## src/rtl/alu_control_md.sv

```systemverilog
`default_nettype none
// ============================================================================
// Module   : alu_control_md
// Brief    : ALU control decoder with an iterative multiply/divide sequencer
//            that owns the HI/LO registers and stalls colliding consumers.
// Revision : 1.0 - initial release
// ============================================================================
module alu_control_md #(
    parameter int WIDTH = 32
) (
    input  logic             clk,
    input  logic             reset,
    input  logic             valid,
    input  logic [1:0]       aluop,
    input  logic [5:0]       funct,
    input  logic [WIDTH-1:0] srca,
    input  logic [WIDTH-1:0] srcb,
    output logic [3:0]       alucont,
    output logic             invalid,
    output logic             stall,
    output logic             md_busy,
    output logic             md_done,
    output logic [WIDTH-1:0] hi,
    output logic [WIDTH-1:0] lo
);

    localparam int CNT_W = (WIDTH > 2) ? $clog2(WIDTH) : 1;
    localparam logic [CNT_W-1:0] C_LAST = CNT_W'(WIDTH - 1);

    localparam logic [5:0] C_F_MULT  = 6'b011000;
    localparam logic [5:0] C_F_MULTU = 6'b011001;
    localparam logic [5:0] C_F_DIV   = 6'b011010;
    localparam logic [5:0] C_F_DIVU  = 6'b011011;
    localparam logic [5:0] C_F_MFHI  = 6'b010000;
    localparam logic [5:0] C_F_MFLO  = 6'b010010;

    typedef enum logic [1:0] {
        S_IDLE = 2'd0,
        S_ITER = 2'd1,
        S_FIX  = 2'd2
    } state_t;

    state_t               state_q, state_d;
    logic [CNT_W-1:0]     cnt_q, cnt_d;
    logic [2*WIDTH-1:0]   acc_q, acc_d;     // mul: {partial, multiplier}; div: {remainder, quotient}
    logic [WIDTH-1:0]     op_q, op_d;       // multiplicand or divisor magnitude
    logic                 sa_q, sa_d;       // sign of srca (0 for unsigned ops)
    logic                 sb_q, sb_d;       // sign of srcb (0 for unsigned ops)
    logic                 is_mul_q, is_mul_d;
    logic                 dzero_q, dzero_d;
    logic                 busy_q, busy_d;
    logic                 done_q, done_d;
    logic [WIDTH-1:0]     hi_q, hi_d;
    logic [WIDTH-1:0]     lo_q, lo_d;

    logic                 w_is_r;
    logic                 w_md_op;
    logic                 w_hilo_rd;
    logic                 w_signed;
    logic                 w_sa, w_sb;
    logic [WIDTH-1:0]     w_mag_a, w_mag_b;
    logic [WIDTH:0]       w_mul_sum;
    logic [WIDTH:0]       w_rem_sh;
    logic [WIDTH:0]       w_rem_diff;
    logic [2*WIDTH-1:0]   w_prod;
    logic [WIDTH-1:0]     w_quo, w_rem;

    // ALU opcode decode; unknown R-type functs fall back to ADD and flag invalid
    always_comb begin
        alucont = 4'b0010;
        invalid = 1'b0;
        case (aluop)
            2'b00: alucont = 4'b0010;
            2'b01: alucont = 4'b0110;
            2'b11: alucont = 4'b0001;
            default: begin
                case (funct)
                    6'b100000, 6'b100001: alucont = 4'b0010;
                    6'b100010, 6'b100011: alucont = 4'b0110;
                    6'b100100:            alucont = 4'b0000;
                    6'b100101:            alucont = 4'b0001;
                    6'b100110:            alucont = 4'b0011;
                    6'b100111:            alucont = 4'b1100;
                    6'b101010:            alucont = 4'b0111;
                    6'b101011:            alucont = 4'b1111;
                    6'b000000:            alucont = 4'b1000;
                    6'b000010:            alucont = 4'b1001;
                    6'b000011:            alucont = 4'b1010;
                    C_F_MULT, C_F_MULTU, C_F_DIV, C_F_DIVU,
                    C_F_MFHI, C_F_MFLO:   alucont = 4'b0010;
                    default: begin
                        alucont = 4'b0010;
                        invalid = 1'b1;
                    end
                endcase
            end
        endcase
    end

    // Hazard detection and operand conditioning for a new mul/div op
    always_comb begin
        w_is_r    = valid && (aluop == 2'b10);
        w_md_op   = w_is_r && ((funct == C_F_MULT) || (funct == C_F_MULTU) ||
                               (funct == C_F_DIV)  || (funct == C_F_DIVU));
        w_hilo_rd = w_is_r && ((funct == C_F_MFHI) || (funct == C_F_MFLO));
        stall     = busy_q && (w_md_op || w_hilo_rd);
        w_signed  = ~funct[0];
        w_sa      = w_signed && srca[WIDTH-1];
        w_sb      = w_signed && srcb[WIDTH-1];
        w_mag_a   = w_sa ? -srca : srca;
        w_mag_b   = w_sb ? -srcb : srcb;
    end

    // One iteration step of shift-add multiply / restoring divide, plus sign fix-up
    always_comb begin
        w_mul_sum  = {1'b0, acc_q[2*WIDTH-1:WIDTH]} + (acc_q[0] ? {1'b0, op_q} : '0);
        w_rem_sh   = {acc_q[2*WIDTH-1:WIDTH], acc_q[WIDTH-1]};
        w_rem_diff = w_rem_sh - {1'b0, op_q};
        w_prod     = (sa_q ^ sb_q) ? -acc_q : acc_q;
        w_quo      = (sa_q ^ sb_q) ? -acc_q[WIDTH-1:0] : acc_q[WIDTH-1:0];
        w_rem      = sa_q ? -acc_q[2*WIDTH-1:WIDTH] : acc_q[2*WIDTH-1:WIDTH];
    end

    // Sequencer next-state: IDLE -> ITER (WIDTH steps) -> FIX -> IDLE
    always_comb begin
        state_d  = state_q;
        cnt_d    = cnt_q;
        acc_d    = acc_q;
        op_d     = op_q;
        sa_d     = sa_q;
        sb_d     = sb_q;
        is_mul_d = is_mul_q;
        dzero_d  = dzero_q;
        hi_d     = hi_q;
        lo_d     = lo_q;
        done_d   = 1'b0;
        case (state_q)
            S_IDLE: begin
                if (w_md_op) begin
                    is_mul_d = ~funct[1];
                    sa_d     = w_sa;
                    sb_d     = w_sb;
                    dzero_d  = (srcb == '0);
                    cnt_d    = '0;
                    if (~funct[1]) begin
                        op_d  = w_mag_a;
                        acc_d = {{WIDTH{1'b0}}, w_mag_b};
                    end else begin
                        op_d  = w_mag_b;
                        acc_d = {{WIDTH{1'b0}}, w_mag_a};
                    end
                    state_d = S_ITER;
                end
            end
            S_ITER: begin
                if (is_mul_q) begin
                    acc_d = {w_mul_sum, acc_q[WIDTH-1:1]};
                end else if (w_rem_sh >= {1'b0, op_q}) begin
                    acc_d = {w_rem_diff[WIDTH-1:0], acc_q[WIDTH-2:0], 1'b1};
                end else begin
                    acc_d = {w_rem_sh[WIDTH-1:0], acc_q[WIDTH-2:0], 1'b0};
                end
                cnt_d = cnt_q + CNT_W'(1);
                if (cnt_q == C_LAST) begin
                    state_d = S_FIX;
                end
            end
            S_FIX: begin
                if (is_mul_q) begin
                    hi_d = w_prod[2*WIDTH-1:WIDTH];
                    lo_d = w_prod[WIDTH-1:0];
                end else begin
                    // A zero divisor leaves the dividend in the remainder half,
                    // so only the quotient needs overriding.
                    hi_d = w_rem;
                    lo_d = dzero_q ? '1 : w_quo;
                end
                done_d  = 1'b1;
                state_d = S_IDLE;
            end
            default: state_d = S_IDLE;
        endcase
        busy_d = (state_d != S_IDLE);
    end

    // State and result registers with synchronous reset
    always_ff @(posedge clk) begin
        if (reset) begin
            state_q  <= S_IDLE;
            cnt_q    <= '0;
            acc_q    <= '0;
            op_q     <= '0;
            sa_q     <= 1'b0;
            sb_q     <= 1'b0;
            is_mul_q <= 1'b0;
            dzero_q  <= 1'b0;
            busy_q   <= 1'b0;
            done_q   <= 1'b0;
            hi_q     <= '0;
            lo_q     <= '0;
        end else begin
            state_q  <= state_d;
            cnt_q    <= cnt_d;
            acc_q    <= acc_d;
            op_q     <= op_d;
            sa_q     <= sa_d;
            sb_q     <= sb_d;
            is_mul_q <= is_mul_d;
            dzero_q  <= dzero_d;
            busy_q   <= busy_d;
            done_q   <= done_d;
            hi_q     <= hi_d;
            lo_q     <= lo_d;
        end
    end

    assign md_busy = busy_q;
    assign md_done = done_q;
    assign hi      = hi_q;
    assign lo      = lo_q;

endmodule
`default_nettype wire
```

## config.mk

```make
export PLATFORM = sky130hd
export DESIGN_NAME = alu_control_md
export DESIGN_NICKNAME = d
export VERILOG_FILES = /design/src/rtl/alu_control_md.sv
export SDC_FILE = /design/constraint.sdc
export NUM_CORES = 1
export LEC_CHECK = 0
export CAP_MARGIN = 10
export CORE_UTILIZATION = 45
export CTS_CLUSTER_DIAMETER = 200
export DETAILED_ROUTE_END_ITERATION = 12
export MAX_ROUTING_LAYER = met4
export PLACE_DENSITY = 0.65
export RECOVER_POWER = 25
export SLEW_MARGIN = 10
export SYNTH_ARGS = -nofsm -noshare
export SYNTH_HDL_FRONTEND = slang
export SYNTH_SLANG_ARGS = --single-unit
```

## constraint.sdc

```tcl
create_clock -name clk -period 4.4 [get_ports clk]
set_input_delay 0.88 -clock clk [delete_from_list [all_inputs] [get_ports clk]]
set_output_delay 0.88 -clock clk [all_outputs]
set_load 0.02 [all_outputs]
```

==> impl_metrics.csv <==
group,metric,value,unit
cts,cts_buffers,17,
cts,htreeDepth,4,
timing,finalSetupViolations,0,
global_route,gr-usage-met3,4.426,%
global_route,grt_use_met1,46.14,%
yosys,synthArstFlopShare,0,%
timing,fmax,0.2512,GHz
global_route,grt_util_all_layers,32.84,%
finish,syn_to_final_growth,16.89,%
drt,ant_nets,0,
finish,final_cell_mix,"a21oi_1, nand2_1, nor2_1",
floorplan,design.core.area,32700,µm²
timing,tightest_slew,2.304,ns
floorplan,die_area,34080,µm²
global_route,met2_usage,48.36,%
timing,rsz0062_at_grt,"no",
finish,layout-drive-gt1-share,6.893,%
setup_path,cp.required,3.52,ns
finish,nFillCells,3213,
drt,wl_per_cell,21.19,µm
floorplan,ios,147,
floorplan,die_h,184.6,µm
floorplan,rows,66,
cts,clk_pin_slew_worst_paths,0.07,ns
timing,hold_viol,0,
yosys,ys_ff_latch,173,
placed_design,dp_hpwl,41.75,mm
global_route,overflow,0,
setup_path,crit_fanout,8,
cts,clk_path_buf_depth,2,
drt,route.detailed.drc,0,
cts,insertion_delay,0.45,ns
timing,finalMaxSlewViolations,52,
drt,vias_per_cell,6.109,
floorplan,start_util,45.88,%
floorplan,die_w,184.6,µm
timing,setup_tns,0,ns
run_status,violations,"capacitance limit, slew limit",
drt,vias,15820,
timing,relSlewSlack,-53.57,%
setup_path,crit_arrival,3.10,ns
placed_design,dpl_cell_area,16910,µm²
pwr,p_leak,6.675,nW
cts,postCtsSetupRepairBufs,0,
finish,design_area,17540,µm²
global_route,grt_max_degree,99,
drt,drt-pass1-iter-count,5,
yosys,synth_area,15000,µm²
yosys,syn-num-nets,2201,
drt,finalWirelength,54.86,mm
global_route,first_global_vias,14410,
yosys,synthCells,2054,
run_status,status,"finished, violations left",
global_route,grt_busiest_layer,"met2",
cts,cts.sinks,173,
pwr,p_per_area,221.7,nW/µm²
hold_path,min_path_type,"reg -> reg",
setup_path,end_kind,"output port",
finish,nets,2281,
cts,cts_resized,0,
global_route,grt_pass1_wl,83.66,mm
timing,period_minus_slack,3.981,ns
yosys,synth_cell_type_count,92,
cts,cts_tree,"done",
flow_run,drv_cap,1,
placed_design,io_buffers,146,
cts,holdBufCountCts,0,
setup_path,critPathKind,"in -> out",
setup_path,r2r_slack,0.45,ns
cts,root_buffer,"clkbuf_16",
yosys,avgSynthCellArea,7.305,µm²
timing,finalClockSkew,0.01582,ns
global_route,antenna_found_initial,0,
setup_path,critPathLaunchType,"primary input",
yosys,synth_ff_type,"dfxtp_1",
pwr,vdd_drop_max,0.0002791,V
yosys,seq_area_frac_synth,23.08,%
timing,period_share,90.49,%
finish,num_antenna_cells,0,
drt,drt_iter0_markers,1797,
yosys,synth-edff-count,0,
placed_design,gp_congestion,0.9856,
finish,final_common_cell,"a21oi_1",
yosys,synth-warning-count,0,
-- state kept, by name (all words and copies together) (netlist names) --
signal and cells:
state_q 2, op_q 32, lo 32, hi 32, is_mul_q 1, md_done 1
md_busy 1, sa_q 1, sb_q 1, dzero_q 1, cnt_q 5, acc_q 64
-- Yosys cell counts (5+ instances only) --
cell type  count  area [µm²]
a21o_1        34       255.2
o221ai_1      12       105.1
nand3b_1       6       45.04
nor3b_1        8       60.06
o21bai_1       6       45.04
a221oi_1      20       175.2
nand3_1       26       130.1
dfxtp_1      173        3463
a311oi_1       8       70.07
nor3_1        50       250.2
a31oi_1       27       168.9
nor4_1        22       137.6
or2_2         11       68.82
and3_1        15       93.84
a21oi_1      252        1261
o22ai_1        8       50.05
a211oi_1      53       397.9
xor2_1        64       560.5
clkbuf_1     116       435.4
mux2i_1       57       570.6
nand2_1      199       747.0
inv_1         68       255.2
buf_2          9       45.04
o31ai_1       20       150.1
nand2b_1      22       137.6
a32o_1         5       50.05
or3_1         12       75.07
buf_1         17       63.81
nor2_1       198       743.2
nor2b_1       20       125.1
o21a_1        20       150.1
and4_1         8       70.07
nand4b_1       7       61.31
o211ai_1      26       195.2
and2_1        13       81.33
xnor2_1      109       954.7
ha_1          70       875.8
a211o_1        7       61.31
nand4_1       14       87.58
o21ai_0      140       700.7
-- routing by layer --
layer / wire length [µm] / up-vias
met3: 4317 / 87
met4: 1317 / 0
met2: 23730 / 664
met5: 0 / -
met1: 25490 / 7457
li1: - / 7607
-- critical path: stages --
cell             delay (ns)
clkdlybuf4s50_1        0.66
buf_4                  0.22
nand2b_1               0.15
a21oi_1                0.07
o21ai_0                0.14
nor4bb_1               0.30
clkdlybuf4s50_1        0.66
-- path summary, 6_finish.rpt --
path                 start         to  cells past startpoint
hold / removal       hi[3]      hi[3]                      2
hold reg to reg      hi[3]      hi[3]                      2
setup reg to reg  acc_q[0]  acc_q[61]                     14
setup / recovery  funct[0]    invalid                      7
-- report_power, final --
part,internal [mW],leakage (nW),switching [mW]
sequential,1.57,1.39,0.00934
clock,0.837,0.303,0.821
combinational,0.251,4.98,0.401
total,2.66,6.68,1.23
-- through the flow --
stage,hold slack [ns],power (mW),util (%),cells,worst slack (ns)
floorplan,0.4319,2.008,-,2054,1.222
global placement,0.4394,2.251,51.72,2557,0.4685
detailed placement,0.4435,2.255,51.72,2557,0.4697
CTS,0.4532,3.901,53.64,2589,0.4528
global route,0.4633,4.017,53.63,2589,0.2391
finish,0.4497,3.888,53.63,2589,0.4186
-- cells by family after synthesis --
kind of cell | synth area share (%)
AOI/OAI and AO/OA | 29.65
muxes | 4.103
adders and majority gates | 6.104
buffers and inverters | 5.479
xor gates and xnor gates | 10.10
and+or+nand+nor | 21.48
DFF | 23.08
-- layout make-up --
cell class | count | area [µm²] | share of cell area (%)
flip-flops and latches | 173 | 3467 | 19.77
clock inverters | 15 | 203.9 | 1.163
repair buffers | 205 | 1893 | 10.79
well taps | 442 | 553.0 | 3.153
multi-input cells | 1669 | 10740 | 61.24
clock buffers | 17 | 425.4 | 2.426
inverters | 68 | 255.2 | 1.455
Note: power is estimated with default switching activity, not from simulation.
